$ cat config.mk
export PLATFORM = sky130hd
export DESIGN_NAME = band_scheduler
export DESIGN_NICKNAME = d
export VERILOG_FILES = /design/src/rtl/band_scheduler.sv
export SDC_FILE = /design/constraint.sdc
export NUM_CORES = 1
export LEC_CHECK = 0
export ABC_AREA = 1
export BUFFER_PORTS_ARGS = -buffer_cell sky130_fd_sc_hd__buf_2
export CAP_MARGIN = 15
export CORE_UTILIZATION = 34
export CTS_CLUSTER_SIZE = 16
export DETAILED_ROUTE_END_ITERATION = 12
export PLACE_DENSITY_LB_ADDON = 0.2
export SETUP_SLACK_MARGIN = 0.02
export SLEW_MARGIN = 20
export SYNTH_ARGS = -nofsm -noshare
export SYNTH_HDL_FRONTEND = slang
export SYNTH_SLANG_ARGS = --single-unit
$ cat constraint.sdc
create_clock -name i_clk -period 2.4 [get_ports i_clk]
set_input_delay 0.48 -clock i_clk [delete_from_list [all_inputs] [get_ports i_clk]]
set_output_delay 0.48 -clock i_clk [all_outputs]
set_load 0.005 [all_outputs]
$ cat src/rtl/band_scheduler.sv
// ---------------------------------------------------------------------------
// band_scheduler
//   Shares one arithmetic unit among NBANDS equalizer bands. Each accepted
//   audio sample launches one filter computation per enabled band, in
//   ascending band order. The block steers the coefficient/state bank select,
//   strobes the per-band result register, and pulses completion once every
//   enabled band has been processed. A watchdog aborts a band whose
//   arithmetic result never arrives. Overrun and timeout are sticky flags.
//
//   Optional feature macro: SCHED_PEND_QUEUE_EN
//     defined   : a one-deep pending register holds a sample that arrives
//                 while busy; it is taken up in the DONE cycle.
//     undefined : samples arriving while busy are dropped and flag overrun.
// ---------------------------------------------------------------------------
module band_scheduler #(
    parameter int NBANDS  = 3,
    parameter int BW      = 2,
    parameter int TW      = 6,
    parameter int TIMEOUT = 40
) (
    input  logic              i_clk,
    input  logic              i_reset,
    input  logic              i_datolisto,
    input  logic [NBANDS-1:0] i_band_en,
    input  logic              i_arit_listo,
    input  logic              i_clr_err,
    output logic              o_arit_start,
    output logic [BW-1:0]     o_band_sel,
    output logic [NBANDS-1:0] o_band_we,
    output logic              o_muestra_lista,
    output logic              o_ocupado,
    output logic              o_overrun,
    output logic              o_timeout_err
);

    typedef enum logic [2:0] {
        S_IDLE   = 3'd0,
        S_LAUNCH = 3'd1,
        S_WAIT   = 3'd2,
        S_STORE  = 3'd3,
        S_NEXT   = 3'd4,
        S_DONE   = 3'd5
    } state_t;

    state_t            r_state;
    state_t            w_state_next;

    logic [NBANDS-1:0] r_mask;
    logic [BW-1:0]     r_band_sel;
    logic [TW-1:0]     r_timer;
    logic              r_overrun;
    logic              r_timeout_err;

    logic              w_low_any;
    logic [BW-1:0]     w_low_idx;
    logic              w_up_found;
    logic [BW-1:0]     w_up_idx;
    logic              w_accept;
    logic              w_overrun_evt;
    logic              w_timeout_evt;
    logic              w_timer_last;

    // -----------------------------------------------------------------------
    // Band search helpers
    // -----------------------------------------------------------------------
    assign w_low_any = |i_band_en;

    // Lowest enabled band of the incoming mask: the first band of a new sample
    always_comb begin
        // NOTE: every signal written here gets a default first, so no path
        // through the block can leave it unassigned and infer a latch.
        w_low_idx = '0;
        for (int i = NBANDS - 1; i >= 0; i--) begin
            if (i_band_en[i]) begin
                w_low_idx = BW'(i);
            end
        end
    end

    // Next enabled band strictly above the current one in the latched mask
    always_comb begin
        w_up_found = 1'b0;
        w_up_idx   = r_band_sel;
        for (int i = NBANDS - 1; i >= 0; i--) begin
            if (r_mask[i] && (i > int'(r_band_sel))) begin
                w_up_found = 1'b1;
                w_up_idx   = BW'(i);
            end
        end
    end

    assign w_timer_last = (r_timer == TW'(TIMEOUT - 1));

    // -----------------------------------------------------------------------
    // Sample acceptance and overrun detection
    // -----------------------------------------------------------------------
`ifdef SCHED_PEND_QUEUE_EN
    logic r_pend;
    logic w_can_accept;

    // DONE behaves like IDLE for acceptance so a held sample starts at once
    assign w_can_accept  = (r_state == S_IDLE) || (r_state == S_DONE);
    assign w_accept      = w_can_accept && (i_datolisto || r_pend);
    // Only a strobe that finds the pending slot already occupied is lost
    assign w_overrun_evt = !w_can_accept && i_datolisto && r_pend;

    // One-deep pending sample: filled while busy, drained when accepting
    always_ff @(posedge i_clk) begin
        if (i_reset) begin
            r_pend <= 1'b0;
        end else if (w_can_accept) begin
            // Draining the held sample while a fresh strobe arrives re-fills it
            r_pend <= r_pend && i_datolisto;
        end else if (i_datolisto) begin
            r_pend <= 1'b1;
        end
    end
`else
    assign w_accept      = (r_state == S_IDLE) && i_datolisto;
    // Any strobe outside IDLE, DONE included, is a dropped sample
    assign w_overrun_evt = (r_state != S_IDLE) && i_datolisto;
`endif

    // -----------------------------------------------------------------------
    // Controller FSM
    // -----------------------------------------------------------------------

    // State register
    always_ff @(posedge i_clk) begin
        // NOTE: sequential state uses non-blocking assignments so every
        // register in the design updates from the same pre-edge values.
        if (i_reset) begin
            r_state <= S_IDLE;
        end else begin
            r_state <= w_state_next;
        end
    end

    // Next-state decode and Moore control pulses
    always_comb begin
        w_state_next    = r_state;
        o_arit_start    = 1'b0;
        o_muestra_lista = 1'b0;
        w_timeout_evt   = 1'b0;
        unique case (r_state)
            S_IDLE: begin
                if (w_accept) begin
                    w_state_next = w_low_any ? S_LAUNCH : S_DONE;
                end
            end
            S_LAUNCH: begin
                o_arit_start = 1'b1;
                w_state_next = S_WAIT;
            end
            S_WAIT: begin
                // A result on the final watchdog cycle still counts as on time
                if (i_arit_listo) begin
                    w_state_next = S_STORE;
                end else if (w_timer_last) begin
                    w_timeout_evt = 1'b1;
                    w_state_next  = S_NEXT;
                end
            end
            S_STORE: begin
                w_state_next = S_NEXT;
            end
            S_NEXT: begin
                w_state_next = w_up_found ? S_LAUNCH : S_DONE;
            end
            S_DONE: begin
                o_muestra_lista = 1'b1;
                if (w_accept) begin
                    w_state_next = w_low_any ? S_LAUNCH : S_DONE;
                end else begin
                    w_state_next = S_IDLE;
                end
            end
            default: begin
                w_state_next = S_IDLE;
            end
        endcase
    end

    // One-hot result-register strobe for the active band during STORE
    always_comb begin
        o_band_we = '0;
        for (int i = 0; i < NBANDS; i++) begin
            o_band_we[i] = (r_state == S_STORE) && (r_band_sel == BW'(i));
        end
    end

    assign o_ocupado     = (r_state != S_IDLE);
    assign o_band_sel    = r_band_sel;
    assign o_overrun     = r_overrun;
    assign o_timeout_err = r_timeout_err;

    // -----------------------------------------------------------------------
    // Datapath registers
    // -----------------------------------------------------------------------

    // Band mask, active band index and watchdog timer
    always_ff @(posedge i_clk) begin
        if (i_reset) begin
            r_mask     <= '0;
            r_band_sel <= '0;
            r_timer    <= '0;
        end else begin
            if (w_accept) begin
                r_mask <= i_band_en;
                // An empty mask keeps the previous band index untouched
                if (w_low_any) begin
                    r_band_sel <= w_low_idx;
                end
            end else if ((r_state == S_NEXT) && w_up_found) begin
                r_band_sel <= w_up_idx;
            end

            if (r_state == S_LAUNCH) begin
                r_timer <= '0;
            end else if (r_state == S_WAIT) begin
                r_timer <= r_timer + 1'b1;
            end
        end
    end

    // Sticky error flags: a same-cycle new error beats the clear request
    always_ff @(posedge i_clk) begin
        if (i_reset) begin
            r_overrun     <= 1'b0;
            r_timeout_err <= 1'b0;
        end else begin
            r_overrun     <= (r_overrun     && !i_clr_err) || w_overrun_evt;
            r_timeout_err <= (r_timeout_err && !i_clr_err) || w_timeout_evt;
        end
    end

endmodule

==> results.txt <==
The flow ran to the end, and the final reports show no timing, DRC or antenna violations. The largest single stage delay on the critical path is 0.31 ns. For this design the ratio of total power to cell area is 815.8 nW/um^2. The critical-path maximum fanout came out at 7. The via density per instance came out at slightly below 5. The maximum number of buffers from clock root to sink came out at 2. In the synthesized netlist the dominant register cell turns out to be dfxtp_1. The clock network latency to the later pin of the worst-skew pair is 0.29 ns. The transition time at the pin with the least slew margin came out at 0.2663 ns. The netlist uses 20 different library cells. The number of antenna violations at the first check in global routing came out at 0.

Clock tree synthesis inserted a total of 3 buffers. The sum of internal, switching and leakage power came out at a little under 800 uW. At the end of routability-driven placement, the weighted congestion stood at 0.8117. The summed instance area of the synthesized netlist came out at around 800 sq um. The first TritonRoute pass finished after 4 iterations.

The peak clock frequency supported by timing is 524.7 MHz. The data arrival time at the worst-slack endpoint came out at 1.43 ns. The worst hold path belongs to the class primary input to flip-flop. Clock-pin slew was measured on the worst setup and hold paths at 0.10 ns. The worst IR drop on VDD is 306.3 uV. In the post-synthesis netlist, the cell with the most instances is nand2_1. The standard cell core area is 2212 sq um. TritonCTS built the clock tree. From bottom edge to top edge, the die measures 50.46 um. The cell family contributing the most delay on the critical path is buffers and inverters.

The global-route wire length before repair came out at 2946 um. The number of flops mapped to enable cells by yosys came out at 0. Detailed placement ended at an HPWL of 1361 um. The maximum number of pins on one net before global-route repair came out at 10.

The count of nets after finishing is around 150. The number of diodes is 0. Counting every sink on the clock net gives 15. The number of warnings printed during yosys synthesis is 0. The cell at the slowest stage of the critical path is dfxtp_1. The total routing resource utilization after global routing came out at between 10% and 20%. The number of gates resized after cts came out at 0. The mean area per synthesized cell is 6.882 sq um.

At the placement stage, the worst setup path has a slack of just over 0.8 ns. By area the synthesized netlist is led by dfxtp_1, nand2_1, inv_1, a21oi_1, nand3_1. The largest area contributor in the synthesized netlist is dfxtp_1. Ranked by instance count, the synthesized netlist is headed by nand2_1, dfxtp_1, inv_1. Counting every net in the synthesized netlist gives 125. The count of vias placed by the detailed router is 793.

The number of hold violations in the final report is 0. In this design, the critical path's most frequently occurring cell is inv_1. The cell count after synthesis is approximately 120. The slack of the critical path came out at 0.4942 ns. The total wirelength of the detailed-routed design is roughly 1700 um. The layout overhead on the synthesized area is 18.03%. The via count of the first global-routing pass came out at 674.

The fraction of the core area covered by cells at the end of the flow came out at 42.59%. The critical path in this run is classified as flip-flop to output pin. The final max-slew violation count was 0. The summed negative setup slack over all endpoints is 0 ns. The cell row count came out at 17. Setup repair after global routing left no endpoint under its margin.

The flip-flop and latch count after synthesis is 15. For this run, asynchronously set or reset flops after synthesis account for 0%. The tree is rooted in a clkbuf_4. The total overflow reported by the global router is 0. The worst setup skew after layout is 0.008727 ns.

The shortest clock period the worst path allows after layout is around 1.9 ns. For this design the static power due to leakage is 0.4393 nW. The count of filler cells inserted in the layout is 245. The maximum level of the CTS H-tree came out at 1. 18 I/O pins were placed. The sum of buffers and inverters on the critical path is 3. After detailed routing, the average wire length per cell comes to roughly 10 um. In the finished design, the share of the clock period the worst path needs comes to between 70% and 80%. The number of endpoints failing setup at the final stage came out at 0. The number of port buffers is 17.

The layout cell share with drive strength beyond 1 is 26.47%. The signal on the critical path passes through inv_1 -> nand2_1 -> nor2_1 -> inv_1 -> nor3_1 -> buf_2. The worst setup path is launched from a flip-flop. The reported max-cap violation count came out at 0.

The required time of the critical path is 1.92 ns. Summing the sequential cell areas from Yosys gives 37.62% of the chip area. The post-cts hold buffer count came out at 0. The area of the die is 2546 sq um.

The headroom to the max-slew limit came out at 82.11%. For this run, design rule violations remaining after detail routing come to 0. In this run the biggest area consumer among cell types represents 37.62% of the synthesized area. The number of nets still failing antenna checks after routing is 0.

The final hold slack is between 0.4 and 0.5 ns. The initial core utilization came out at roughly 36%. The type of destination of the critical path is an output pin. The die is 50.46 um wide. Buffers added to address setup during post-CTS repair amount to 0.

The DRC violation total after the first TritonRoute iteration is 12.
-- cells in the final DEF, fill, tap and decap left out --
cell,n
nand2_2,3
dfxtp_1,15
o21ai_0,3
inv_1,15
or2_2,1
nor2_4,2
a21oi_1,11
nand3_1,10
xor2_1,2
nor2_2,3
nor3_1,7
ha_1,1
buf_2,17
nand2_1,22
nand3_2,3
nor2_1,12
o21ai_1,1
o21ai_2,1
clkbuf_4,3
inv_2,2
nor3b_1,1
clkinv_2,1
-- kinds of logic (layout without fill, tap and decap cells) --
group	count (synthesis)	count (layout)	share of synthesized area, %
AND/OR/NAND/NOR	64	64	39.66
AO/OA/AOI/OAI	16	16	10.50
flip-flops	15	15	37.62
XOR/XNOR	2	2	2.195
adder cells (fa/ha/maj)	1	1	1.567
buffers and inverters	18	38	8.463
-- area by class of cell --
type / count / area [sq um] / share of cell area (%)
Clock buffer: 3 / 22.52 / 2.390
Sequential cell: 15 / 300.3 / 31.87
Inverter: 17 / 63.81 / 6.773
Timing Repair Buffer: 17 / 85.08 / 9.031
Multi-Input combinational cell: 83 / 430.4 / 45.68
Tap cell: 28 / 35.03 / 3.718
Clock inverter: 1 / 5.005 / 0.5312
-- path summary, 6_finish.rpt --
kind | start | end | slack [ns] | cells past startpoint
min reg2reg | o_timeout_err | o_timeout_err | 0.47 | 2
min | i_clr_err | o_timeout_err | 0.44 | 4
max reg2reg | r_state[2] | r_timer[4] | 1.15 | 7
max | r_state[2] | o_band_we[1] | 0.49 | 6
-- power by group --
group	internal (mW)	switching [mW]	total, mW
Combinational	0.106	0.185	0.291
Sequential	0.287	0.0412	0.328
Clock	0.0621	0.0875	0.150
Total	0.455	0.313	0.769
-- sequential cells by signal, indices dropped and copies added, names as in the netlist --
register       cells
r_timer            6
r_state            3
o_band_sel         2
r_mask             2
o_overrun          1
o_timeout_err      1
-- through the flow --
stage | area (sq um) | cells
after floorplan | 798.3 | 116
after global placement | 914.6 | 160
after detailed placement | 914.6 | 160
after CTS | 942.2 | 164
after global routing | 942.2 | 164
final | 942.2 | 164
-- layer usage --
layer / share of wire, % / wire, um / global-route usage (%) / vias up
met2: 45 / 764 / 25.78 / 23
met3: 6.0 / 103 / 3.939 / 4
met1: 47 / 803 / 19.44 / 355
li1: - / - / - / 411
met4: 1.9 / 33 / 6.944 / 0
met5: 0 / 0 / 0 / -
-- worst register-to-register path, delay by kind of cell (launching register included) --
family	cells	cell delay (ns)
buf+inv	1	0.19
flops	1	0.31
simple gates	6	0.70
Note: power is estimated with default switching activity, not from simulation.
